===== src/rtl/pack_me.sv =====
// ---------------------------------------------------------------------------
// pack_me -- shared types for the AM demodulation path.
//
// Contents:
//   sig / msig       : baseband (16-bit) and modulated (32-bit) sample types
//   rect_t / env_t   : rectified magnitude (31-bit unsigned) and envelope
//                      (17-bit signed, always non-negative)
//   demod_state_t    : FILL / RUN state of the envelope demodulator
//   abs_clamp()      : |x| with the single unrepresentable case clamped
//   sat16()          : saturate an 18-bit difference to the sig range
// ---------------------------------------------------------------------------
package pack_me;

    typedef logic signed [15:0] sig;
    typedef logic signed [31:0] msig;

    localparam int RECT_W = 31;
    localparam int ENV_W  = 17;

    typedef logic        [RECT_W-1:0] rect_t;
    typedef logic signed [ENV_W-1:0]  env_t;

    typedef enum logic {
        ST_FILL = 1'b0,
        ST_RUN  = 1'b1
    } demod_state_t;

    localparam rect_t RECT_MAX = {RECT_W{1'b1}};

    // Magnitude of a two's-complement sample. Only -2^31 has a magnitude
    // that needs bit 31, so that single case folds onto the largest value.
    function automatic rect_t abs_clamp(input msig x);
        logic [31:0] mag;
        mag = x[31] ? (~x + 32'd1) : x;
        if (mag[31]) begin
            return RECT_MAX;
        end
        return mag[RECT_W-1:0];
    endfunction

    // env - dc_int spans +/-65535, so 18 bits hold it exactly before clamping.
    function automatic sig sat16(input logic signed [17:0] x);
        if (x > 18'sd32767) begin
            return 16'sh7FFF;
        end
        if (x < -18'sd32768) begin
            return 16'sh8000;
        end
        return x[15:0];
    endfunction

endpackage


===== src/rtl/moving_avg.sv =====
// ---------------------------------------------------------------------------
// moving_avg -- N-tap boxcar average of rectified samples, N = 2^LOG2_N.
//
// Ports:
//   clk        : clock, rising edge
//   rst_n      : asynchronous active-low reset; clears buffer, sum, pointer
//   in_valid   : rect carries a new sample this cycle
//   rect       : rectified magnitude, 31-bit unsigned
//   avg_valid  : env reflects the sample accepted on the previous cycle
//   env        : (sum / N) >> 15, range 0..65535
//
// The running sum is updated in one step: subtract the slot about to be
// overwritten, add the incoming sample. Cycles without in_valid leave all
// state untouched.
// ---------------------------------------------------------------------------
module moving_avg
    import pack_me::*;
#(
    parameter int LOG2_N = 4
) (
    input  logic  clk,
    input  logic  rst_n,
    input  logic  in_valid,
    input  rect_t rect,
    output logic  avg_valid,
    output env_t  env
);

    localparam int N     = 1 << LOG2_N;
    localparam int ACC_W = RECT_W + LOG2_N;

    rect_t              slot_bus [N];
    logic [LOG2_N-1:0]  wr_ptr_reg;
    logic [ACC_W-1:0]   acc_reg;
    logic [ACC_W-1:0]   acc_next;
    logic               avg_valid_reg;
    rect_t              oldest;

    // One register per slot so every entry can be cleared by reset; only
    // the slot under the write pointer loads on an accepted sample.
    generate
        for (genvar gi = 0; gi < N; gi++) begin : g_slot
            rect_t slot_reg;

            always_ff @(posedge clk or negedge rst_n) begin
                if (!rst_n) begin
                    slot_reg <= '0;
                end else if (in_valid && (wr_ptr_reg == LOG2_N'(gi))) begin
                    slot_reg <= rect;
                end
            end

            assign slot_bus[gi] = slot_reg;
        end
    endgenerate

    assign oldest = slot_bus[wr_ptr_reg];

    // The oldest sample is part of the sum, so subtracting it first can
    // never underflow, and adding the new sample afterwards is bounded by
    // N*(2^31-1), which ACC_W bits hold exactly.
    always_comb begin
        acc_next = acc_reg - {{LOG2_N{1'b0}}, oldest};
        acc_next = acc_next + {{LOG2_N{1'b0}}, rect};
    end

    always_ff @(posedge clk or negedge rst_n) begin
        if (!rst_n) begin
            acc_reg       <= '0;
            wr_ptr_reg    <= '0;
            avg_valid_reg <= 1'b0;
        end else begin
            avg_valid_reg <= in_valid;
            if (in_valid) begin
                acc_reg    <= acc_next;
                // Power-of-two depth: natural wrap from N-1 to 0.
                wr_ptr_reg <= wr_ptr_reg + LOG2_N'(1);
            end
        end
    end

    assign avg_valid = avg_valid_reg;
    // Dividing by N and then by 2^15 leaves the top 16 bits of the sum.
    assign env       = {1'b0, acc_reg[ACC_W-1 -: 16]};

endmodule


===== src/rtl/am_envelope_demod.sv =====
// ---------------------------------------------------------------------------
// am_envelope_demod -- envelope detector with DC removal for AM samples.
//
// Parameters:
//   LOG2_N    : log2 of the moving-average window (1..8)
//   DC_SHIFT  : time-constant shift of the DC tracker (1..15)
//
// Ports:
//   clk        : clock, rising edge
//   rst_n      : asynchronous active-low reset
//   in_valid   : signal_in carries a new sample this cycle
//   signal_in  : modulated sample, 32-bit signed
//   out_valid  : one-cycle strobe, signal_out carries a new sample
//   signal_out : recovered baseband with DC removed; holds between strobes
//
// Pipeline (each stage advances only on its own valid):
//   1. rectify  -> rect_reg
//   2. boxcar   -> env (moving_avg)
//   3. DC track -> signal_out, dc_reg, FILL/RUN state
// A sample presented in cycle T appears on out_valid in cycle T+3.
// The first N samples after reset only fill the window; the Nth seeds the
// DC tracker with its own envelope and therefore emits 0.
// ---------------------------------------------------------------------------
module am_envelope_demod
    import pack_me::*;
#(
    parameter int LOG2_N   = 4,
    parameter int DC_SHIFT = 8
) (
    input  logic clk,
    input  logic rst_n,
    input  logic in_valid,
    input  msig  signal_in,
    output logic out_valid,
    output sig   signal_out
);

    localparam int DC_W = ENV_W + DC_SHIFT;

    // ------------------------------------------------------------------
    // Stage 1: rectification
    // ------------------------------------------------------------------
    rect_t rect_reg;
    logic  rect_valid_reg;

    always_ff @(posedge clk or negedge rst_n) begin
        if (!rst_n) begin
            rect_reg       <= '0;
            rect_valid_reg <= 1'b0;
        end else begin
            rect_valid_reg <= in_valid;
            if (in_valid) begin
                rect_reg <= abs_clamp(signal_in);
            end
        end
    end

    // ------------------------------------------------------------------
    // Stage 2: moving average
    // ------------------------------------------------------------------
    logic avg_valid;
    env_t env;

    moving_avg #(
        .LOG2_N (LOG2_N)
    ) u_moving_avg (
        .clk       (clk),
        .rst_n     (rst_n),
        .in_valid  (rect_valid_reg),
        .rect      (rect_reg),
        .avg_valid (avg_valid),
        .env       (env)
    );

    // ------------------------------------------------------------------
    // Stage 3: DC tracker and FILL/RUN control
    // ------------------------------------------------------------------
    demod_state_t             state_reg;
    logic [LOG2_N-1:0]        fill_cnt_reg;
    logic signed [DC_W-1:0]   dc_reg;
    logic                     out_valid_reg;
    sig                       signal_out_reg;

    logic signed [DC_W-1:0]   env_shift;
    logic signed [ENV_W-1:0]  dc_int;
    logic signed [17:0]       diff;
    logic signed [DC_W-1:0]   delta;
    logic signed [DC_W-1:0]   dc_next;

    // dc always lies between its previous value and env << DC_SHIFT, both
    // non-negative and below 2^(DC_W-1); their difference and the updated
    // dc therefore fit in DC_W signed bits without wrapping.
    always_comb begin
        env_shift = {env, {DC_SHIFT{1'b0}}};
        dc_int    = dc_reg[DC_W-1:DC_SHIFT];
        diff      = {env[ENV_W-1], env} - {dc_int[ENV_W-1], dc_int};
        delta     = env_shift - dc_reg;
        dc_next   = dc_reg + (delta >>> DC_SHIFT);
    end

    always_ff @(posedge clk or negedge rst_n) begin
        if (!rst_n) begin
            state_reg      <= ST_FILL;
            fill_cnt_reg   <= '0;
            dc_reg         <= '0;
            out_valid_reg  <= 1'b0;
            signal_out_reg <= '0;
        end else begin
            out_valid_reg <= 1'b0;
            if (avg_valid) begin
                case (state_reg)
                    ST_FILL: begin
                        if (fill_cnt_reg == {LOG2_N{1'b1}}) begin
                            // Window now full: seed the tracker so the
                            // first output has no DC transient.
                            state_reg      <= ST_RUN;
                            fill_cnt_reg   <= '0;
                            dc_reg         <= env_shift;
                            signal_out_reg <= '0;
                            out_valid_reg  <= 1'b1;
                        end else begin
                            fill_cnt_reg <= fill_cnt_reg + LOG2_N'(1);
                        end
                    end
                    ST_RUN: begin
                        signal_out_reg <= sat16(diff);
                        dc_reg         <= dc_next;
                        out_valid_reg  <= 1'b1;
                    end
                    default: begin
                        state_reg <= ST_FILL;
                    end
                endcase
            end
        end
    end

    assign out_valid  = out_valid_reg;
    assign signal_out = signal_out_reg;

endmodule


===== config.mk =====
export PLATFORM = sky130hd
export DESIGN_NAME = am_envelope_demod
export DESIGN_NICKNAME = d
export VERILOG_FILES = /design/src/rtl/pack_me.sv /design/src/rtl/moving_avg.sv /design/src/rtl/am_envelope_demod.sv
export SDC_FILE = /design/constraint.sdc
export NUM_CORES = 1
export LEC_CHECK = 0
export CELL_PAD_IN_SITES_DETAIL_PLACEMENT = 0
export CELL_PAD_IN_SITES_GLOBAL_PLACEMENT = 2
export CORE_MARGIN = 2
export CORE_UTILIZATION = 25
export CTS_BUF_LIST = sky130_fd_sc_hd__clkbuf_2 sky130_fd_sc_hd__clkbuf_4 sky130_fd_sc_hd__clkbuf_8
export DETAILED_ROUTE_END_ITERATION = 10
export PLACE_DENSITY = 0.58
export REMOVE_ABC_BUFFERS = 1
export SYNTH_ARGS = -nofsm -noshare
export SYNTH_HDL_FRONTEND = slang
export SYNTH_SLANG_ARGS = --single-unit

===== constraint.sdc =====
create_clock -name clk -period 5.9 [get_ports clk]
set_input_delay 1.475 -clock clk [delete_from_list [all_inputs] [get_ports clk]]
set_output_delay 1.475 -clock clk [all_outputs]
set_load 0.02 [all_outputs]

==> results.md <==
- Fmax: 0.178 GHz
- Final hold violation count: 0
- Post-synth EDFFs: 0
- Post-synthesis sequential area ratio: 48.5%
- Core Rows: 130
- Status: finished, final reports clean
- First-pass GRT wire length: 152000 um
- Worst path required time: 6.57 ns
- Cell mode on critical path: buf_4
- Port Buffers: 51
- Layout cell share with drive strength beyond 1: 21.2%
- Mapped Cells: 2928
- Critical R2R Launch: u_moving_avg.wr_ptr_reg[0]
- CTS Sinks: 615
- Top Ports: 52
- Min Hold Slack: 0.473 ns
- Max Fanout on Critical Path: 19
- Drc violations: 0
- Clock buffer depth: 3
- Post-synth ARST share: 100%
- Root Buffer: clkbuf_8
- Grt total ovfl: 0
- Clock-pin slew on the worst setup and hold paths: 0.06 ns
- Worst R2R End: u_moving_avg.acc_reg[33]
- Vias per Instance: 4.77
- Initial DRT Pass Iterations: 7
- # nets final: 3137
- # setup viols final: 0
- Post-synthesis instance area: 31700 sq um
- FF-to-FF path depth: 19
- Via Count: 22500
- DIE AREA: 130000 sq um
- Syn. warnings: 0
- GR Util met2: 25.8%
- Final design utilization: 29.4%
- Critical path class: flip-flop to flip-flop
- Endpoint class of the critical path: flip-flop
- Core area: 126000 sq um
- Final Cycle Share: 95.2%
- Crit path to: u_moving_avg.acc_reg[33]
- Largest net degree at the start of global routing: 131
- Finished Cell Area: 37000 sq um
- Max FFs per register: 496
- Max incr delay on CP: 0.62 ns
- Number of global-route vias before repair: 24100
- Unrepaired setup endpoints after global routing: false
- Synth unique cells: 65
- Worst hold path type: flip-flop to flip-flop
- Fill count: 13000
- H-tree depth: 3
- Worst-Skew Late Latency: 0.84 ns
- #FFs+latches synth: 615
- FF-to-FF setup slack: 0.29 ns
- Layout area overhead: 16.8%
- Global-route met1 utilization: 20.1%
- Clock Skew: 0.0804 ns
- Worst Setup SP: u_moving_avg.wr_ptr_reg[0]
- Detailed Place HPWL: 66600 um
- Main synth FF type: dfrtp_1
- Placed cells: 4519
- Final Slew Violations: 0
- Rel. slew slack: 18.1%
- Placer congestion estimate: 0.796
- CTS tree: yes
- Cell-by-cell trace of the critical path: buf_12 > buf_12 > mux4_2 > mux4_2 > fa_1 > inv_1 > ha_1 > a21oi_1 > o21ai_0 > nor2_1 > o21ai_0 > buf_4 > a2111oi_0 > buf_4 > nor4_1 > buf_4 > o31ai_1 > xor2_1 > a21oi_1
- Die Y: 360 um
- CP Launch Type: flip-flop
- Initial core utilization: 25.2%
- Avg Inst Size Synth: 10.8 sq um
- GRT Util Overall: 15.4%
- Non-filler cells, final: 4731
- Drt initial violations: 1413
- GRT Max-Usage Layer: met2
- Routed wire length: 99100 um
- Least-Margin Pin Slew: 1.22 ns
- WP data arrival: 6.28 ns
- DR WL/cell: 20.9 um
- Setup bufs post-CTS: 0
- Die width: 360 um
- Antenna violations before repair: 2
- Final ANT Viol Nets: 0
- Crit-path slowest cell: dfrtp_4
- Final min period: 5.61 ns
- Placed inst area: 34400 sq um
- Max Cap Viol: 0
- Cts bufs inserted: 115
- Met3 GRT Util: 2.93%
==> critical path, delay by kind of cell, from the launching register on <==
kind                       cells  cell delay (ns)
adders and majority gates      2             0.90
and+or+nand+nor                2             0.20
DFF                            1             0.62
muxes                          2             1.02
xor gates and xnor gates       1             0.17
buffers and inverters          6             1.04
AOI/OAI and AO/OA              6             1.47
==> cells in the final DEF (no fill, tap or decap), types with 79 or more instances in the layout <==
cell and count:
ha_1 83, o21ai_0 441, nor2_1 79, clkbuf_8 152
dfrtp_1 610, mux4_2 155, buf_4 86, mux2_2 152
nand2_1 454, a21oi_1 116, inv_1 167
==> cell families (layout without fill, tap and decap cells) <==
group / count (synthesis) / in the layout / synth area share [%]
xor+xnor: 110 / 110 / 3.04
flops: 615 / 615 / 48.5
fa+ha+maj: 116 / 116 / 5.36
other cells: 0 / 3 / 0
simple gates: 671 / 671 / 8.99
mux: 317 / 317 / 16.7
compound gates: 725 / 725 / 12.9
buf+inv: 374 / 524 / 4.51
==> synth_stat cells (all sizes together) (19+ instances only) <==
cell type    n  area [sq um]
dfrtp      615         15400
nand2      454          1700
o21ai      442          2210
clkbuf     181           679
inv        167           627
mux4       155          3490
mux2       152          1710
a21oi      119           603
ha          83          1040
nor2        80           300
xor2        59           517
xnor2       51           447
fa          33           661
nand3       29           145
a22oi       26           195
buf         26           124
a21o        23           173
o31ai       19           148
==> how the worst min path moves through the flow <==
stage / endpoint / slack [ns] / cells after the start / startpoint
2_1_floorplan: u_moving_avg.g_slot[10].slot_reg[10] / 0.44 / 2 / u_moving_avg.g_slot[10].slot_reg[10]
3_3_place_gp: u_moving_avg.g_slot[10].slot_reg[29] / 0.46 / 2 / u_moving_avg.g_slot[10].slot_reg[29]
3_5_place_dp: u_moving_avg.g_slot[7].slot_reg[29] / 0.47 / 2 / u_moving_avg.g_slot[7].slot_reg[29]
4_1_cts: u_moving_avg.g_slot[7].slot_reg[29] / 0.48 / 2 / u_moving_avg.g_slot[7].slot_reg[29]
5_1_grt: u_moving_avg.g_slot[12].slot_reg[2] / 0.49 / 2 / u_moving_avg.g_slot[12].slot_reg[2]
6_report: u_moving_avg.g_slot[7].slot_reg[29] / 0.47 / 2 / u_moving_avg.g_slot[7].slot_reg[29]
==> through the flow <==
step | TNS (ns) | setup WS (ns)
floorplan | -627.75 | -3.38
finish | 0 | 0.285
global route | 0 | 0.0443
CTS | 0 | 0.190
detailed placement | 0 | 0.236
global placement | 0 | 0.167
==> per-layer routing <==
metal / vias to the layer above / part of all wire (%)
met4: 0 / 2.6
met2: 429 / 48
met3: 164 / 4.0
li1: 10400 / -
met1: 11500 / 45
met5: - / 0
==> cell type report <==
type	count	area [sq um]	area share (%)
sequential	615	15400	41.6
antenna	3	7.51	0.0203
inverter	167	627	1.69
clock buffer	187	2350	6.36
timing repair buffer	148	1380	3.72
multi-input combinational	1939	15000	40.4
clock inverter	22	230	0.622
tap	1650	2060	5.58
==> what timing repair did <==
item | in CTS | in global routing
resized for setup | 0 | 1
endpoints found under the setup margin | 0 | 1
hold buffers | 0 | 0
Power is not shown: default switching activity piles up to over one toggle a cycle in this logic, so the estimate is an artifact.
